`src/rtl/sdram2chr_loader_pkg.sv`:
```
// Shared CHR loader definitions: FSM encoding and default CHR image size, also used by
// the bus2c02-side logic.
package sdram2chr_loader_pkg;

  localparam int unsigned ChrBytesDefault = 8192;
  localparam int unsigned ChrAddrW        = 13;

  typedef enum logic [2:0] {
    StIdle,
    StReq,
    StWait,
    StWrite,
    StDone
  } loader_state_e;

endpackage

```
`src/rtl/sdram2chr_loader.sv`:
```
// CHR loader: copies CHR_BYTES bytes from SDRAM into the CHR block memory, one byte per
// REQ/WAIT/WRITE pass, then flags the memory as loaded.
module sdram2chr_loader
  import sdram2chr_loader_pkg::*;
#(
  parameter int unsigned CHR_BYTES = ChrBytesDefault,
  parameter int unsigned SDRAM_AW  = 23
) (
  input  logic                clk,
  input  logic                rst_n,
  input  logic                start,
  input  logic [SDRAM_AW-1:0] base_addr,
  output logic [SDRAM_AW-1:0] sdram_addr,
  output logic                sdram_rd,
  input  logic                sdram_busy,
  input  logic                sdram_rd_valid,
  input  logic [7:0]          sdram_dout,
  output logic                blk_mem_we,
  output logic [12:0]         blk_mem_addr,
  output logic [7:0]          blk_mem_din,
  output logic                init_sdram_data,
  output logic                busy
);

  localparam logic [ChrAddrW-1:0] LastByte = ChrAddrW'(CHR_BYTES - 1);

  loader_state_e       state_q;
  logic [ChrAddrW-1:0] cnt_q;
  logic [ChrAddrW-1:0] cnt_inc;
  logic [SDRAM_AW-1:0] base_q;

  assign cnt_inc = cnt_q + ChrAddrW'(1);

  // Every output is set on the edge that enters the state which owns it.
  always_ff @(posedge clk or negedge rst_n) begin
    if (!rst_n) begin
      state_q         <= StIdle;
      cnt_q           <= '0;
      base_q          <= '0;
      sdram_addr      <= '0;
      sdram_rd        <= 1'b0;
      blk_mem_we      <= 1'b0;
      blk_mem_addr    <= '0;
      blk_mem_din     <= '0;
      init_sdram_data <= 1'b0;
      busy            <= 1'b0;
    end else begin
      blk_mem_we <= 1'b0;
      unique case (state_q)
        StIdle, StDone: begin
          if (start) begin
            state_q         <= StReq;
            base_q          <= base_addr;
            cnt_q           <= '0;
            sdram_addr      <= base_addr;
            sdram_rd        <= 1'b1;
            init_sdram_data <= 1'b0;
            busy            <= 1'b1;
          end
        end
        StReq: begin
          if (!sdram_busy) begin
            state_q  <= StWait;
            sdram_rd <= 1'b0;
          end
        end
        StWait: begin
          if (sdram_rd_valid) begin
            state_q      <= StWrite;
            blk_mem_din  <= sdram_dout;
            blk_mem_addr <= cnt_q;
            blk_mem_we   <= 1'b1;
          end
        end
        StWrite: begin
          if (cnt_q == LastByte) begin
            state_q         <= StDone;
            init_sdram_data <= 1'b1;
            busy            <= 1'b0;
          end else begin
            state_q    <= StReq;
            cnt_q      <= cnt_inc;
            // Address arithmetic wraps modulo 2^SDRAM_AW.
            sdram_addr <= base_q + SDRAM_AW'(cnt_inc);
            sdram_rd   <= 1'b1;
          end
        end
        default: begin
          state_q  <= StIdle;
          sdram_rd <= 1'b0;
          busy     <= 1'b0;
        end
      endcase
    end
  end

endmodule

```
`config.mk`:
```
export PLATFORM = sky130hd
export DESIGN_NAME = sdram2chr_loader
export DESIGN_NICKNAME = d
export VERILOG_FILES = /design/src/rtl/sdram2chr_loader_pkg.sv /design/src/rtl/sdram2chr_loader.sv
export SDC_FILE = /design/constraint.sdc
export NUM_CORES = 1
export LEC_CHECK = 0
export BUFFER_PORTS_ARGS = -buffer_cell sky130_fd_sc_hd__buf_2
export CORE_MARGIN = 1
export CORE_UTILIZATION = 56
export DETAILED_ROUTE_END_ITERATION = 6
export PLACE_DENSITY_LB_ADDON = 0.08
export RECOVER_POWER = 100
export SLEW_MARGIN = 5
export SYNTH_ARGS = -nofsm -noshare
export SYNTH_HDL_FRONTEND = slang
export SYNTH_SLANG_ARGS = --single-unit
```
`constraint.sdc`:
```
create_clock -name clk -period 5.4 [get_ports clk]
set_input_delay 1.35 -clock clk [delete_from_list [all_inputs] [get_ports clk]]
set_output_delay 1.35 -clock clk [all_outputs]
set_load 0.03 [all_outputs]
```
==> flow_metrics.py <==
metrics = {
    "sta": {
        "relSlewSlack_pct": -31.68,
        "hold_ws_ns": 0.4838,
        "setup_ws_ns": 1.617,
        "rsz0062_at_grt": "false",
        "setup_viol": 0,
        "max_freq_mhz": 264.4,
        "fin_setup_tns_ns": 0,
        "slew_violations": 69,
        "finalHoldViolCount": 0,
        "worst_pin_slew_ns": 1.975,
        "fin_crit_ns": 3.783,
        "period_share_pct": 70.05,
        "skew_ns": 0.007885,
    },
    "worst_setup_path": {
        "r2r_slack_ns": 1.62,
        "cp_max_fo": 7,
        "cp-start-kind": "flop",
        "worst-setup-path-type": "reg -> reg",
        "arrival_ns": 3.99,
        "endpoint_kind": "flop",
        "required_ns": 5.61,
    },
    "synth": {
        "ys_seq_area_share_pct": 47.85,
        "syn-cell-area_um2": 4549,
        "ys.flop_type": "dfrtp_1",
        "synth_fp_nets": 529,
        "ys_ff_latch": 87,
        "netlist_top_cells_count": "114 x nand2_1, 87 x dfrtp_1, 28 x nor2_1",
        "syn-instance-count": 476,
        "synth_warnings": 0,
        "post_synth_main_area_contributors": "dfrtp_1 48%, nand2_1 9.4%, mux2_2 5.2%",
        "avgSynthCellArea_um2": 9.557,
        "yosys.cell_types.count": 58,
        "synth.most_common_cell": "nand2_1",
        "synth_edf_count": 0,
        "synth_top_area_share_pct": 47.85,
        "synthArstFlopShare_pct": 100.0,
        "synth_area_leader_cell": "dfrtp_1",
    },
    "global_routing": {
        "grtUsageTotal_pct": 26.43,
        "grt_antenna_before_repair": 0,
        "gr-total-overflow": 0,
        "grt_pass1_vias": 3654,
        "grt_max_degree": 54,
        "grt_pass1_wl_um": 17470,
    },
    "clock_network": {
        "cts_inserted_buffers": 9,
        "cts_hold_buf": 0,
        "cts.sinks": 87,
        "htree_num_levels": 3,
        "cts_root_buffer": "clkbuf_8",
        "clockBufferDepth": 2,
        "clock_latency_ns": 0.36,
        "cts_tree": "built",
        "cts-resized-gates": 0,
        "path_clk_slew_ns": 0.09,
        "cts_setup_buffers": 0,
    },
    "layout": {
        "area_growth_pct": 11.85,
        "design_area_um2": 5089,
        "num-nets-final": 604,
        "layout-drive-gt1-share_pct": 14.03,
        "fin_cells": 658,
        "n_antenna_cell": 0,
    },
    "place": {
        "dp.final_hpwl_um": 7193,
        "dp_cells": 642,
        "io_buffers": 83,
        "gp_congestion": 0.9223,
        "dp_slack_ns": 2.181,
        "placed_cell_area_um2": 5019,
    },
    "die": {
        "die_w_um": 92.13,
        "ios": 84,
        "fp-row-count": 32,
        "initial_core_util_pct": 58.27,
        "die_y_um": 92.13,
        "die_area_um2": 8488,
        "placeableCoreArea_um2": 7807,
    },
    "power": {
        "p_leak_uw": 0.002407,
        "p_per_area_nw_per_um2": 546.8,
        "peakVddDrop_uv": 262.2,
    },
    "drt": {
        "drc_errors": 0,
        "via_count": 3705,
        "firstDrtPassIters": 4,
        "wire_per_inst_um": 15.97,
        "viasPerCell": 5.631,
        "drt-initial-drc-count": 184,
        "detail-route-antenna-nets": 0,
        "routed_wl_um": 10510,
    },
    "worst_hold_path": {
        "hp-class": "reg -> reg",
    },
    "outcome": {
        "violations": "capacitance limit, slew limit",
        "status": "finished with violations",
    },
    "job": {
        "maxCapViolCount": 2,
    },
}
[metrics by stage]
step | total power (µW) | utilization (%)
2_1_floorplan | 2058 | -
3_3_place_gp | 2374 | 64.28
3_5_place_dp | 2422 | 64.28
4_1_cts | 2835 | 66.51
5_1_grt | 2981 | 65.18
6_report | 2782 | 65.18
[cells by family after synthesis]
family / count (synthesis) / share of synthesized area [%]
XOR/XNOR: 28 / 5.390
AO/OA/AOI/OAI: 89 / 12.68
flip-flops: 87 / 47.85
multiplexers: 24 / 5.858
AND/OR/NAND/NOR: 204 / 20.60
buffers and inverters: 27 / 2.777
adder cells (fa/ha/maj): 17 / 4.840
[where the power goes]
part           leakage, µW  internal [µW]  switching, µW  total [µW]
clock            0.0000712            169            243         412
sequential         0.00110            891            188        1080
combinational      0.00123            418            873        1290
[cells in the final DEF, fill, tap and decap left out, types with 4 or more instances in the layout]
cell and instances:
a211oi_1 5, a21o_1 7, a21oi_1 19, a22oi_1 7
a31oi_1 7, and3_1 7, buf_2 31, clkbuf_1 55
clkbuf_8 9, clkinvlp_4 5, dfrtp_1 87, ha_1 16
inv_1 4, mux2_2 21, nand2_1 115, nand2b_1 5
nand3_1 22, nor2_1 29, nor3_1 5, o21ai_0 23
xnor2_1 12, xor2_1 16
[flip-flops by register name, summed over array words and instances, names as in the netlist]
register	flops
blk_mem_addr	13
state_q	3
blk_mem_din	8
base_q	23
init_sdram_data	1
blk_mem_we	1
cnt_q	13
sdram_addr	23
busy	1
sdram_rd	1
[layer usage]
| metal | wire [µm] | track usage, % | up-vias |
|---|---|---|---|
| met2 | 5201 | 44.28 | 117 |
| met1 | 4615 | 34.01 | 1785 |
| met5 | 0 | 0 | - |
| li1 | - | - | 1786 |
| met3 | 494 | 4.063 | 17 |
| met4 | 198 | 11.46 | 0 |
[worst max-delay path: stages, from the launching register on]
cell and delay (ns):
dfrtp_1 0.45, ha_1 0.27, nand3_1 0.22, nor2_1 0.40, nand2_1 0.15, xnor2_1 0.15
ha_1 0.39, nand3_1 0.14, nor4_1 0.27, nor2_1 0.12, o21ai_0 0.58, nand3_1 0.21
xor2_1 0.19, o21ai_0 0.09
[path summary, 6_finish.rpt]
path	startpoint	to	cells past startpoint
setup reg to reg	cnt_q[0]$_DFFE_PN0P_	sdram_addr[21]$_DFFE_PN0P_	13
setup / recovery	cnt_q[0]$_DFFE_PN0P_	sdram_addr[21]$_DFFE_PN0P_	13
hold / removal	sdram_rd$_DFFE_PN0P_	sdram_rd$_DFFE_PN0P_	1
min in group asynchronous	rst_n	sdram_addr[6]$_DFFE_PN0P_	1
hold reg to reg	sdram_rd$_DFFE_PN0P_	sdram_rd$_DFFE_PN0P_	1
max in group asynchronous	rst_n	sdram_addr[11]$_DFFE_PN0P_	2
[final cells by class]
class,instances,area [µm²]
tap,102,127.6
inverter,4,15.01
clock inverter,6,46.29
timing repair buffer,87,370.4
sequential,87,2177
multi-input combinational,362,2225
fill,712,2719
clock buffer,10,127.6
Note: power is estimated with default switching activity, not from simulation.
